**src/rtl/wdt_service_ctrl_pkg.sv**
```systemverilog
// Shared definitions for the watchdog service controller.
//   KEY1/KEY2     : unlock-key values written by the CPU to request a kick
//   fsm_state_t   : escalation FSM encoding (legacy-compatible constants)
//   key_state_t   : key-sequence detector encoding
package wdt_service_ctrl_pkg;

    localparam logic [15:0] KEY1 = 16'h5555;
    localparam logic [15:0] KEY2 = 16'hAAAA;

    typedef logic [1:0] fsm_state_t;
    localparam fsm_state_t S_IDLE  = 2'd0;
    localparam fsm_state_t S_ARMED = 2'd1;
    localparam fsm_state_t S_WARN  = 2'd2;
    localparam fsm_state_t S_RESET = 2'd3;

    typedef logic key_state_t;
    localparam key_state_t K_IDLE = 1'b0;
    localparam key_state_t K_GOT1 = 1'b1;

endpackage

```
**src/rtl/wdt_service_ctrl_if.sv**
```systemverilog
// Signal bundle between the CPU/watchdog-core side and the service controller.
//   slave  : view of the controller (inputs: CPU writes, core status; outputs: kick, irq, ...)
//   master : view of whoever drives the controller (CPU model / core / bench)
interface wdt_service_ctrl_if;
    logic        wr_en;
    logic [15:0] wr_data;
    logic        tmr_en;
    logic        to_flag;
    logic [31:0] tmr;
    logic [31:0] window;
    logic        irq_clr;
    logic        kick;
    logic        irq;
    logic        rst_req;
    logic        key_err;
    logic        win_err;
    logic [7:0]  tcnt;

    modport slave (
        input  wr_en, wr_data, tmr_en, to_flag, tmr, window, irq_clr,
        output kick, irq, rst_req, key_err, win_err, tcnt
    );

    modport master (
        output wr_en, wr_data, tmr_en, to_flag, tmr, window, irq_clr,
        input  kick, irq, rst_req, key_err, win_err, tcnt
    );
endinterface

```
**src/rtl/wdt_service_ctrl_key_seq.sv**
```systemverilog
// Two-write unlock-key detector for the watchdog service register.
//   clk, rst_n : clock, async active-low reset
//   wr_en      : 1-cycle CPU write strobe
//   wr_data    : CPU write data
//   clr        : synchronous abort (watchdog disabled), returns to K_IDLE
//   accept     : combinational, high in the cycle a valid KEY2 write completes the sequence
//   key_err    : registered 1-cycle pulse after a wrong value breaks the sequence
// The KEY1->KEY2 gap may be at most KEY_TMO cycles; a down-counter loaded on
// each KEY1 write expires the sequence silently when it reaches zero.
module wdt_key_seq
    import wdt_service_ctrl_pkg::*;
#(
    parameter int KEY_TMO = 64
) (
    input  logic        clk,
    input  logic        rst_n,
    input  logic        wr_en,
    input  logic [15:0] wr_data,
    input  logic        clr,
    output logic        accept,
    output logic        key_err
);

    localparam int              TW       = $clog2(KEY_TMO);
    localparam logic [TW-1:0]   TMO_LOAD = TW'(KEY_TMO - 1);

    key_state_t      st_q, st_d;
    logic [TW-1:0]   cnt_q, cnt_d;
    logic            key_err_q, key_err_d;

    always_comb begin
        st_d      = st_q;
        cnt_d     = cnt_q;
        key_err_d = 1'b0;
        accept    = 1'b0;
        if (clr) begin
            st_d = K_IDLE;
        end else if (st_q == K_IDLE) begin
            if (wr_en && wr_data == KEY1) begin
                st_d  = K_GOT1;
                cnt_d = TMO_LOAD;
            end
        end else begin
            if (wr_en) begin
                if (wr_data == KEY2) begin
                    accept = 1'b1;
                    st_d   = K_IDLE;
                end else if (wr_data == KEY1) begin
                    cnt_d = TMO_LOAD;
                end else begin
                    key_err_d = 1'b1;
                    st_d      = K_IDLE;
                end
            end else if (cnt_q == '0) begin
                // KEY_TMO idle cycles since KEY1: abandon without error
                st_d = K_IDLE;
            end else begin
                cnt_d = cnt_q - TW'(1);
            end
        end
    end

    always_ff @(posedge clk or negedge rst_n) begin
        if (!rst_n) begin
            st_q      <= K_IDLE;
            cnt_q     <= '0;
            key_err_q <= 1'b0;
        end else begin
            st_q      <= st_d;
            cnt_q     <= cnt_d;
            key_err_q <= key_err_d;
        end
    end

    assign key_err = key_err_q;

endmodule

```
**src/rtl/wdt_service_ctrl.sv**
```systemverilog
// Watchdog service and escalation controller (CPU side of the kick/timeout link).
//   clk, rst_n : clock, async active-low reset
//   bus        : wdt_service_ctrl_if.slave
//                in : wr_en, wr_data, tmr_en, to_flag, tmr, window, irq_clr
//                out: kick (1-cycle reload), irq (sticky warning), rst_req,
//                     key_err, win_err, tcnt (saturating timeout count)
// Build option: WDT_WINDOW_EN enables the early-kick window check
// (KEY2 accepted while tmr > window -> no kick, win_err, escalate to RESET).
//
// state   | meaning
// --------+------------------------------------------------------------
// S_IDLE  | watchdog disabled, waiting for tmr_en
// S_ARMED | running, no outstanding timeout
// S_WARN  | one timeout seen, irq raised, a kick returns to S_ARMED
// S_RESET | rst_req asserted for RST_PULSE cycles, then back to S_ARMED
module wdt_service_ctrl
    import wdt_service_ctrl_pkg::*;
#(
    parameter int KEY_TMO   = 64,
    parameter int RST_PULSE = 16
) (
    input  logic               clk,
    input  logic               rst_n,
    wdt_service_ctrl_if.slave  bus
);

    localparam int            RW       = (RST_PULSE > 1) ? $clog2(RST_PULSE) : 1;
    localparam logic [RW-1:0] RST_LOAD = RW'(RST_PULSE - 1);

    fsm_state_t    st_q, st_d;
    logic [RW-1:0] rc_q, rc_d;
    logic          irq_q, irq_d;
    logic          kick_q, kick_d;
    logic [7:0]    tcnt_q, tcnt_d;
    logic          flag_q, en_q;
    logic          accept, key_err, tmo_evt, early;

    wdt_key_seq #(.KEY_TMO(KEY_TMO)) u_key_seq (
        .clk     (clk),
        .rst_n   (rst_n),
        .wr_en   (bus.wr_en),
        .wr_data (bus.wr_data),
        .clr     (~bus.tmr_en),
        .accept  (accept),
        .key_err (key_err)
    );

    // Edge only counts when the watchdog was running on both sides of it,
    // so a to_flag left high across a disable/enable is not a new timeout.
    assign tmo_evt = bus.to_flag & ~flag_q & bus.tmr_en & en_q;

`ifdef WDT_WINDOW_EN
    logic win_err_q;
    assign early = accept & bus.tmr_en & (st_q != S_RESET) & (bus.tmr > bus.window);

    always_ff @(posedge clk or negedge rst_n) begin
        if (!rst_n) win_err_q <= 1'b0;
        else        win_err_q <= early;
    end
    assign bus.win_err = win_err_q;
`else
    logic unused_win;
    assign unused_win  = ^{bus.tmr, bus.window};
    assign early       = 1'b0;
    assign bus.win_err = 1'b0;
`endif

    always_comb begin
        kick_d = accept & bus.tmr_en & (st_q != S_RESET) & ~early;
        tcnt_d = (tmo_evt && tcnt_q != 8'hFF) ? tcnt_q + 8'd1 : tcnt_q;
        st_d   = st_q;
        rc_d   = rc_q;
        irq_d  = irq_q;
        if (bus.irq_clr) irq_d = 1'b0;
        case (st_q)
            S_IDLE: begin
                if (bus.tmr_en) st_d = S_ARMED;
            end
            S_ARMED: begin
                if (early) begin
                    st_d = S_RESET;
                    rc_d = RST_LOAD;
                end else if (tmo_evt) begin
                    st_d  = S_WARN;
                    irq_d = 1'b1;
                end
            end
            S_WARN: begin
                // A timeout coinciding with the kick pulse still escalates.
                if (tmo_evt || early) begin
                    st_d = S_RESET;
                    rc_d = RST_LOAD;
                end else if (kick_q) begin
                    st_d  = S_ARMED;
                    irq_d = 1'b0;
                end
            end
            S_RESET: begin
                if (rc_q == '0) begin
                    st_d  = bus.tmr_en ? S_ARMED : S_IDLE;
                    irq_d = 1'b0;
                end else begin
                    rc_d = rc_q - RW'(1);
                end
            end
            default: st_d = S_IDLE;
        endcase
        // Disable aborts everything except a reset pulse already in flight.
        if (!bus.tmr_en) begin
            irq_d = 1'b0;
            if (st_q != S_RESET) st_d = S_IDLE;
        end
    end

    always_ff @(posedge clk or negedge rst_n) begin
        if (!rst_n) begin
            st_q   <= S_IDLE;
            rc_q   <= '0;
            irq_q  <= 1'b0;
            kick_q <= 1'b0;
            tcnt_q <= 8'h00;
            flag_q <= 1'b0;
            en_q   <= 1'b0;
        end else begin
            st_q   <= st_d;
            rc_q   <= rc_d;
            irq_q  <= irq_d;
            kick_q <= kick_d;
            tcnt_q <= tcnt_d;
            flag_q <= bus.to_flag;
            en_q   <= bus.tmr_en;
        end
    end

    assign bus.kick    = kick_q;
    assign bus.irq     = irq_q;
    assign bus.rst_req = (st_q == S_RESET);
    assign bus.key_err = key_err;
    assign bus.tcnt    = tcnt_q;

endmodule

```
**src/flat_wrapper.sv**
```systemverilog
// flat-port wrapper written by rule: the top's interface ports become plain ports
module wdt_service_ctrl_flat import wdt_service_ctrl_pkg::*;
#(
    parameter int KEY_TMO   = 64,
    parameter int RST_PULSE = 16
)
  (clk, rst_n, bus_wr_en, bus_wr_data, bus_tmr_en, bus_to_flag, bus_tmr, bus_window, bus_irq_clr, bus_kick, bus_irq, bus_rst_req, bus_key_err, bus_win_err, bus_tcnt);
  wdt_service_ctrl_if bus_i ();
  input  logic clk;
  input  logic rst_n;
  input wire logic [$bits(bus_i.wr_en)-1:0] bus_wr_en;
  input wire logic [$bits(bus_i.wr_data)-1:0] bus_wr_data;
  input wire logic [$bits(bus_i.tmr_en)-1:0] bus_tmr_en;
  input wire logic [$bits(bus_i.to_flag)-1:0] bus_to_flag;
  input wire logic [$bits(bus_i.tmr)-1:0] bus_tmr;
  input wire logic [$bits(bus_i.window)-1:0] bus_window;
  input wire logic [$bits(bus_i.irq_clr)-1:0] bus_irq_clr;
  output wire logic [$bits(bus_i.kick)-1:0] bus_kick;
  output wire logic [$bits(bus_i.irq)-1:0] bus_irq;
  output wire logic [$bits(bus_i.rst_req)-1:0] bus_rst_req;
  output wire logic [$bits(bus_i.key_err)-1:0] bus_key_err;
  output wire logic [$bits(bus_i.win_err)-1:0] bus_win_err;
  output wire logic [$bits(bus_i.tcnt)-1:0] bus_tcnt;
  assign bus_i.wr_en = bus_wr_en;
  assign bus_i.wr_data = bus_wr_data;
  assign bus_i.tmr_en = bus_tmr_en;
  assign bus_i.to_flag = bus_to_flag;
  assign bus_i.tmr = bus_tmr;
  assign bus_i.window = bus_window;
  assign bus_i.irq_clr = bus_irq_clr;
  assign bus_kick = bus_i.kick;
  assign bus_irq = bus_i.irq;
  assign bus_rst_req = bus_i.rst_req;
  assign bus_key_err = bus_i.key_err;
  assign bus_win_err = bus_i.win_err;
  assign bus_tcnt = bus_i.tcnt;
  wdt_service_ctrl #(.KEY_TMO(KEY_TMO), .RST_PULSE(RST_PULSE)) u_core (.clk(clk), .rst_n(rst_n), .bus(bus_i));
endmodule
```
**config.mk**
```make
export PLATFORM = sky130hd
export DESIGN_NAME = wdt_service_ctrl_flat
export DESIGN_NICKNAME = d
export VERILOG_FILES = /design/src/rtl/wdt_service_ctrl_pkg.sv /design/src/rtl/wdt_service_ctrl_if.sv /design/src/rtl/wdt_service_ctrl_key_seq.sv /design/src/rtl/wdt_service_ctrl.sv /design/src/flat_wrapper.sv
export SDC_FILE = /design/constraint.sdc
export NUM_CORES = 1
export LEC_CHECK = 0
export CORE_UTILIZATION = 30
export DETAILED_ROUTE_END_ITERATION = 8
export PLACE_DENSITY = 0.69
export SLEW_MARGIN = 20
export SYNTH_ARGS = -nofsm -noshare
export SYNTH_HDL_FRONTEND = slang
export SYNTH_HIERARCHICAL = 1
export SYNTH_SLANG_ARGS = --single-unit
export TNS_END_PERCENT = 1
```
**constraint.sdc**
```tcl
create_clock -name clk -period 2.71 [get_ports clk]
set_input_delay 0.271 -clock clk [delete_from_list [all_inputs] [get_ports clk]]
set_output_delay 0.271 -clock clk [all_outputs]
set_load 0.05 [all_outputs]
```
==> results.ini, run 1 <==
[detailed_routing]
via_per_inst=4.85
vias=1170
drtIter0Drc=32
wl_met1_um=1380
route.met3.wl_um=94
top_layer=met4
drc=0
wl_met2_um=1310
wire_per_inst_um=11.6
wl_um=2810
drt_pass1_iterations=4
ant_nets=0

[global_route]
grt_start_max_net_pins=27
antenna_found_initial=0
grt-ovfl-total=0
track_usage_pct=11.6
grt_pass1_vias=1110
grt_pass1_wl_um=4840

[yosys]
yosysWarnings=6
syn_avg_cell_area_sq_um=10.7
synth.distinct_cells=49
yosysSeqAreaShare_pct=43.6
synth_seq_cells=26
syn_inst=139
synth.cell_area_sq_mm=0.00149
syn_nets=229

[sta]
rsz0062_at_grt=false
fin_skew_ps=9.70
fin_crit_sh_pct=82.6
drv_slew=0
worst_slew_pin_slew_ps=496
period_minus_slack_ps=2240
setup_viol=0
fin_ws_ps=472
slew_headroom_pct=66.8
setup_tns_ps=0
fmax_mhz=447
final_hold_viol_count=0

[final_layout]
multi_input_area_sq_um=782
seqCellArea_sq_um=651
final_cell_mix=clkdlybuf4s50_1, dfrtp_1, inv_1
syn_to_final_growth_pct=31.7
drive_above_1_share_pct=8.05
fillers=477
final_common_cell=clkdlybuf4s50_1
nets=265
final_util_pct=41.4
diodes=0

[placement]
gp_congestion=0.752
port_buffers=33
pre_cts_ws_ps=755
dpl.hpwl_um=2070

[clock_tree]
cts.sinks=26
cts_made_buffers=3
clkTransAtPathRegs_ps=100
cts_tree=done
cts_resized=0
clock-root-buffer=clkbuf_8
clkLatencyLatePin_ps=270
cts_buffer_depth=2
cts.htree.levels=1
cts_hold_buf=0
cts_setup_buffers=0

[floorplan]
ios=99
die_w_um=72.6
start_util_pct=31.4
dieArea_sq_mm=0.00527
die_h_um=72.6
fp-row-count=25
core_sq_mm=0.00475

[critical_path]
worstPathArrival_ps=1970
cp_cell_sequence=and2_1, clkdlybuf4s50_1
worstPathRequired_ps=2440
cp-start-kind=flop
criticalPathCategory=reg -> out
end_kind=output pin
crit_fanout=9
cp_slowest_cell=clkdlybuf4s50_1
cpPeakStageDelay_ps=860

[power]
power_density_mw_per_mm2=597
p_leak_nw=0.814
max-vdd-ir-drop_mv=0.264

[hold_path]
hold_path.class=in -> async

[outcome]
outcome=finished clean

[job]
cap_violations=0

-- registers in the layout (all words and copies together), names as in the netlist --
signal,cells
u_core/bus.kick,1
u_core/st_q,2
u_core/u_key_seq/st_q,1
u_core/u_key_seq/cnt_q,6
u_core/bus.tcnt,8
u_core/flag_q,1
u_core/en_q,1
u_core/bus.irq,1
u_core/u_key_seq/key_err,1
u_core/rc_q,4
-- final cells by class --
class | instances | area share, %
Multi-Input combinational cell | 100 | 39.8
Timing Repair Buffer | 35 | 17.6
Clock inverter | 1 | 1.53
Sequential cell | 26 | 33.1
Clock buffer | 3 | 2.10
Inverter | 9 | 1.72
Tap cell | 67 | 4.26
-- routing by layer --
metal,GRT usage [%],up-vias
li1,-,593
met1,15.4,551
met2,19.1,24
met3,2.92,2
met4,2.61,0
met5,0,-
-- Yosys cell counts (all sizes together) --
library cell   n  share of area [%]
dfrtp         26                 44
and2           2               0.84
and3           1               0.42
nor4bb         7                4.7
or3            1               0.42
a21oi          7                2.3
nor3b          2                1.0
nor4           2                1.3
a21o           3                2.0
nor3           6                2.0
mux2i          4                2.7
a31oi          4                2.7
a2111oi        1               0.59
and4           2                1.2
a41oi          1               0.59
xnor2          1               0.59
a221oi         1                1.0
and4b          1               0.67
or2b           1               0.50
a211oi         5                2.5
o21ai          2               0.67
nor2           4                1.0
o21ba          1               0.67
xor2           3                1.8
nor4b          1                1.0
inv            9                2.3
nand4b         1                1.6
a22oi          1               0.50
nand2          7                1.8
a31o           1               0.59
nand2b         1               0.42
nand3b         1               0.50
a311oi         2                1.2
ha             4                3.4
or2            1               0.42
o21a           4                2.0
nand3          3                1.0
or3b           2                1.3
nor2b          3                1.3
conb           1               0.25
buf            3                1.5
clkbuf         1               0.33
nand4          1               0.42
mux2           2                1.5
a32oi          2                1.2
-- metrics by stage --
step                      area (sq um)  cells  power (W)  hold slack, ps
after floorplan                   1490    139   0.000728           -24.6
after global placement            1900    237   0.000857             494
after detailed placement          1900    237   0.000863             501
after CTS                         1970    241    0.00119             376
after global routing              1970    241    0.00124             389
final                             1970    241    0.00117             357
-- power by group --
group / leakage, nW / switching [W] / internal (W) / total, W
clock network: 0.0357 / 0.000123 / 0.000198 / 0.000321
logic: 0.444 / 0.000203 / 0.000145 / 0.000347
registers: 0.334 / 0.0000668 / 0.000440 / 0.000507
-- cells by family after synthesis --
kind of cell | Yosys count | synth area share, %
DFF | 26 | 43.6
and+or+nand+nor | 50 | 23.7
other | 1 | 0.251
adders and majority gates | 4 | 3.35
AOI/OAI and AO/OA | 35 | 18.5
xor gates and xnor gates | 4 | 2.35
buffers and inverters | 13 | 4.10
muxes | 6 | 4.19
-- critical path: cells and delay by family (launching register included) --
| kind | cells | cell delay (ps) |
|---|---|---|
| buffers and inverters | 1 | 860 |
| flip-flops | 1 | 510 |
| AND/OR/NAND/NOR | 1 | 330 |
-- final timing paths --
path / start / end / slack (ps) / depth (start not counted)
min in group clk: u_core/bus.tcnt[4] / u_core/bus.tcnt[4] / 510 / 1
max in group asynchronous: rst_n / u_core/u_key_seq/cnt_q[3] / 2090 / 2
setup reg to reg: u_core/bus.tcnt[0] / u_core/bus.tcnt[5] / 1090 / 4
setup / recovery: u_core/st_q[0] / bus_rst_req / 470 / 2
hold / removal: rst_n / u_core/rc_q[3] / 360 / 2
hold reg to reg: u_core/bus.tcnt[4] / u_core/bus.tcnt[4] / 510 / 1
No activity file was read; power rests on OpenSTA's default activity.
==> inputs of run 2 (changes only) <==
Settings changed: PLACE_DENSITY 0.69 to 0.72.
Clock period 2.71 ns to 2.01 ns, I/O delays scaled along.
==> results.ini, run 2 (same netlist as run 1, synthesis figures left out) <==
[detailed_routing]
drtIter0Drc=82  ; +160%
via_per_inst=4.84  ; -0.40%
vias=1175  ; +0.43%
drt_pass1_iterations=4  ; unchanged
wire_per_inst_um=11.8  ; +0.91%
wl_um=2860  ; +1.7%
drc=0  ; unchanged
ant_nets=0  ; unchanged

[sta]
worst_slew_pin_slew_ps=498  ; +1.56 ps
rsz0062_at_grt=false
fin_crit_sh_pct=88.1
setup_viol=0  ; unchanged
drv_slew=0  ; unchanged
whs_ps=294  ; -63.1 ps
period_minus_slack_ps=1770
slew_headroom_pct=66.7  ; -0.10 points
fin_ws_ps=240  ; -232 ps
fmax_mhz=565
final_hold_viol_count=0  ; unchanged
setup_tns_ps=0  ; unchanged
fin_skew_ps=2.08  ; -7.62 ps

[outcome]
outcome=finished clean

[clock_tree]
cts.htree.levels=1  ; unchanged
clkLatencyLatePin_ps=270  ; about the same
cts_buffer_depth=2  ; unchanged
cts_setup_buffers=0  ; unchanged
cts_resized=0  ; unchanged
clkTransAtPathRegs_ps=90  ; about the same
cts.sinks=26  ; unchanged
cts_hold_buf=0  ; unchanged
clock-root-buffer=clkbuf_8
cts_made_buffers=3  ; unchanged
cts_tree=done

[critical_path]
reg2reg_from=u_core/bus.tcnt[0]
crit_fanout=7  ; -2
worstPathArrival_ps=1570  ; -400 ps
path_buf_inv=1  ; unchanged
worstPathRequired_ps=1810  ; -630 ps
criticalPathCategory=reg -> out
ff2ff_path_depth=4  ; unchanged
r2r-end=u_core/bus.tcnt[5]
crit_family=buffers and inverters
startpoint=u_core/bus.tcnt[2]
cpPeakStageDelay_ps=840  ; -20 ps
cp-start-kind=flop
end_kind=output pin
cp_slowest_cell=clkdlybuf4s50_1
cp_cell_sequence=clkdlybuf4s50_1
rrSetupSlack_ps=420  ; -670 ps

[floorplan]
start_util_pct=31.4  ; unchanged
fp-row-count=25  ; unchanged
dieArea_sq_mm=0.00527  ; unchanged
ios=99  ; unchanged
die_h_um=72.6  ; unchanged
core_sq_mm=0.00475  ; unchanged
die_w_um=72.6  ; unchanged

[hold_path]
hold_path.class=in -> async

[job]
cap_violations=0  ; unchanged

[placement]
gp_congestion=0.763  ; +1.4%
pre_cts_ws_ps=162  ; -592 ps
dpl.hpwl_um=2170  ; +4.7%
port_buffers=33  ; unchanged

[global_route]
antenna_found_initial=0  ; unchanged
grt_use_met3_pct=2.92  ; unchanged
grtUsageMet2_pct=19.0  ; -0.10 points
grt-ovfl-total=0  ; unchanged
busiest_layer=met2
grt_pass1_wl_um=5000  ; +3.3%
grt_start_max_net_pins=27  ; unchanged
use_met1_pct=16.7  ; +1.3 points
track_usage_pct=12.1  ; +0.49 points
grt_pass1_vias=1145  ; +3.2%

[power]
p_leak_nw=0.826  ; +1.5%
power_density_mw_per_mm2=801  ; +34%
totalPowerFinal_w=0.00159  ; +35%
max-vdd-ir-drop_mv=0.372  ; +41%

[final_layout]
syn_to_final_growth_pct=32.5
diodes=0  ; unchanged
final_common_cell=clkdlybuf4s50_1
final_cell_mix=clkdlybuf4s50_1, dfrtp_1, inv_1
drive_above_1_share_pct=9.66  ; +1.6 points
final_util_pct=41.6  ; +0.26 points
largest_register_ff_count=8  ; unchanged
nets=267  ; +0.75%

[run 2: per-stage QoR]
step | area, sq um | instances
floorplan | 1490 | 139
global placement | 1910 | 239
detailed placement | 1910 | 239
CTS | 1980 | 243
global route | 1980 | 243
finish | 1980 | 243
[run 2: area by class of cell]
class	instances	area, sq um
clock buffer	3	41.3
clock inverter	1	30.0
fill	478	2780
inverter	9	33.8
multi-input combinational	100	782
sequential	26	651
tap	67	83.8
timing repair buffer	37	358
[run 2: worst max path at each step]
stage,end,slack [ps],cells past startpoint
CTS,bus_tcnt[2],220,1
global placement,u_core/u_key_seq/cnt_q[2],150,6
finish,bus_tcnt[2],240,1
floorplan,u_core/bus.tcnt[1],260,4
detailed placement,u_core/u_key_seq/cnt_q[2],160,6
global route,bus_tcnt[2],160,1
[run 2: power by group]
part,switching [W],total [W],internal [W]
clock network,0.000165,0.000431,0.000266
registers,0.0000871,0.000680,0.000593
logic,0.000278,0.000474,0.000197
total,0.000530,0.00159,0.00106
[run 2: layer usage]
metal / share of wire [%] / up-vias / wire length (um)
met4: 0.60 / 0 / 17
met2: 44 / 24 / 1270
met5: 0 / - / 0
li1: - / 601 / -
met3: 4.2 / 2 / 120
met1: 51 / 548 / 1450
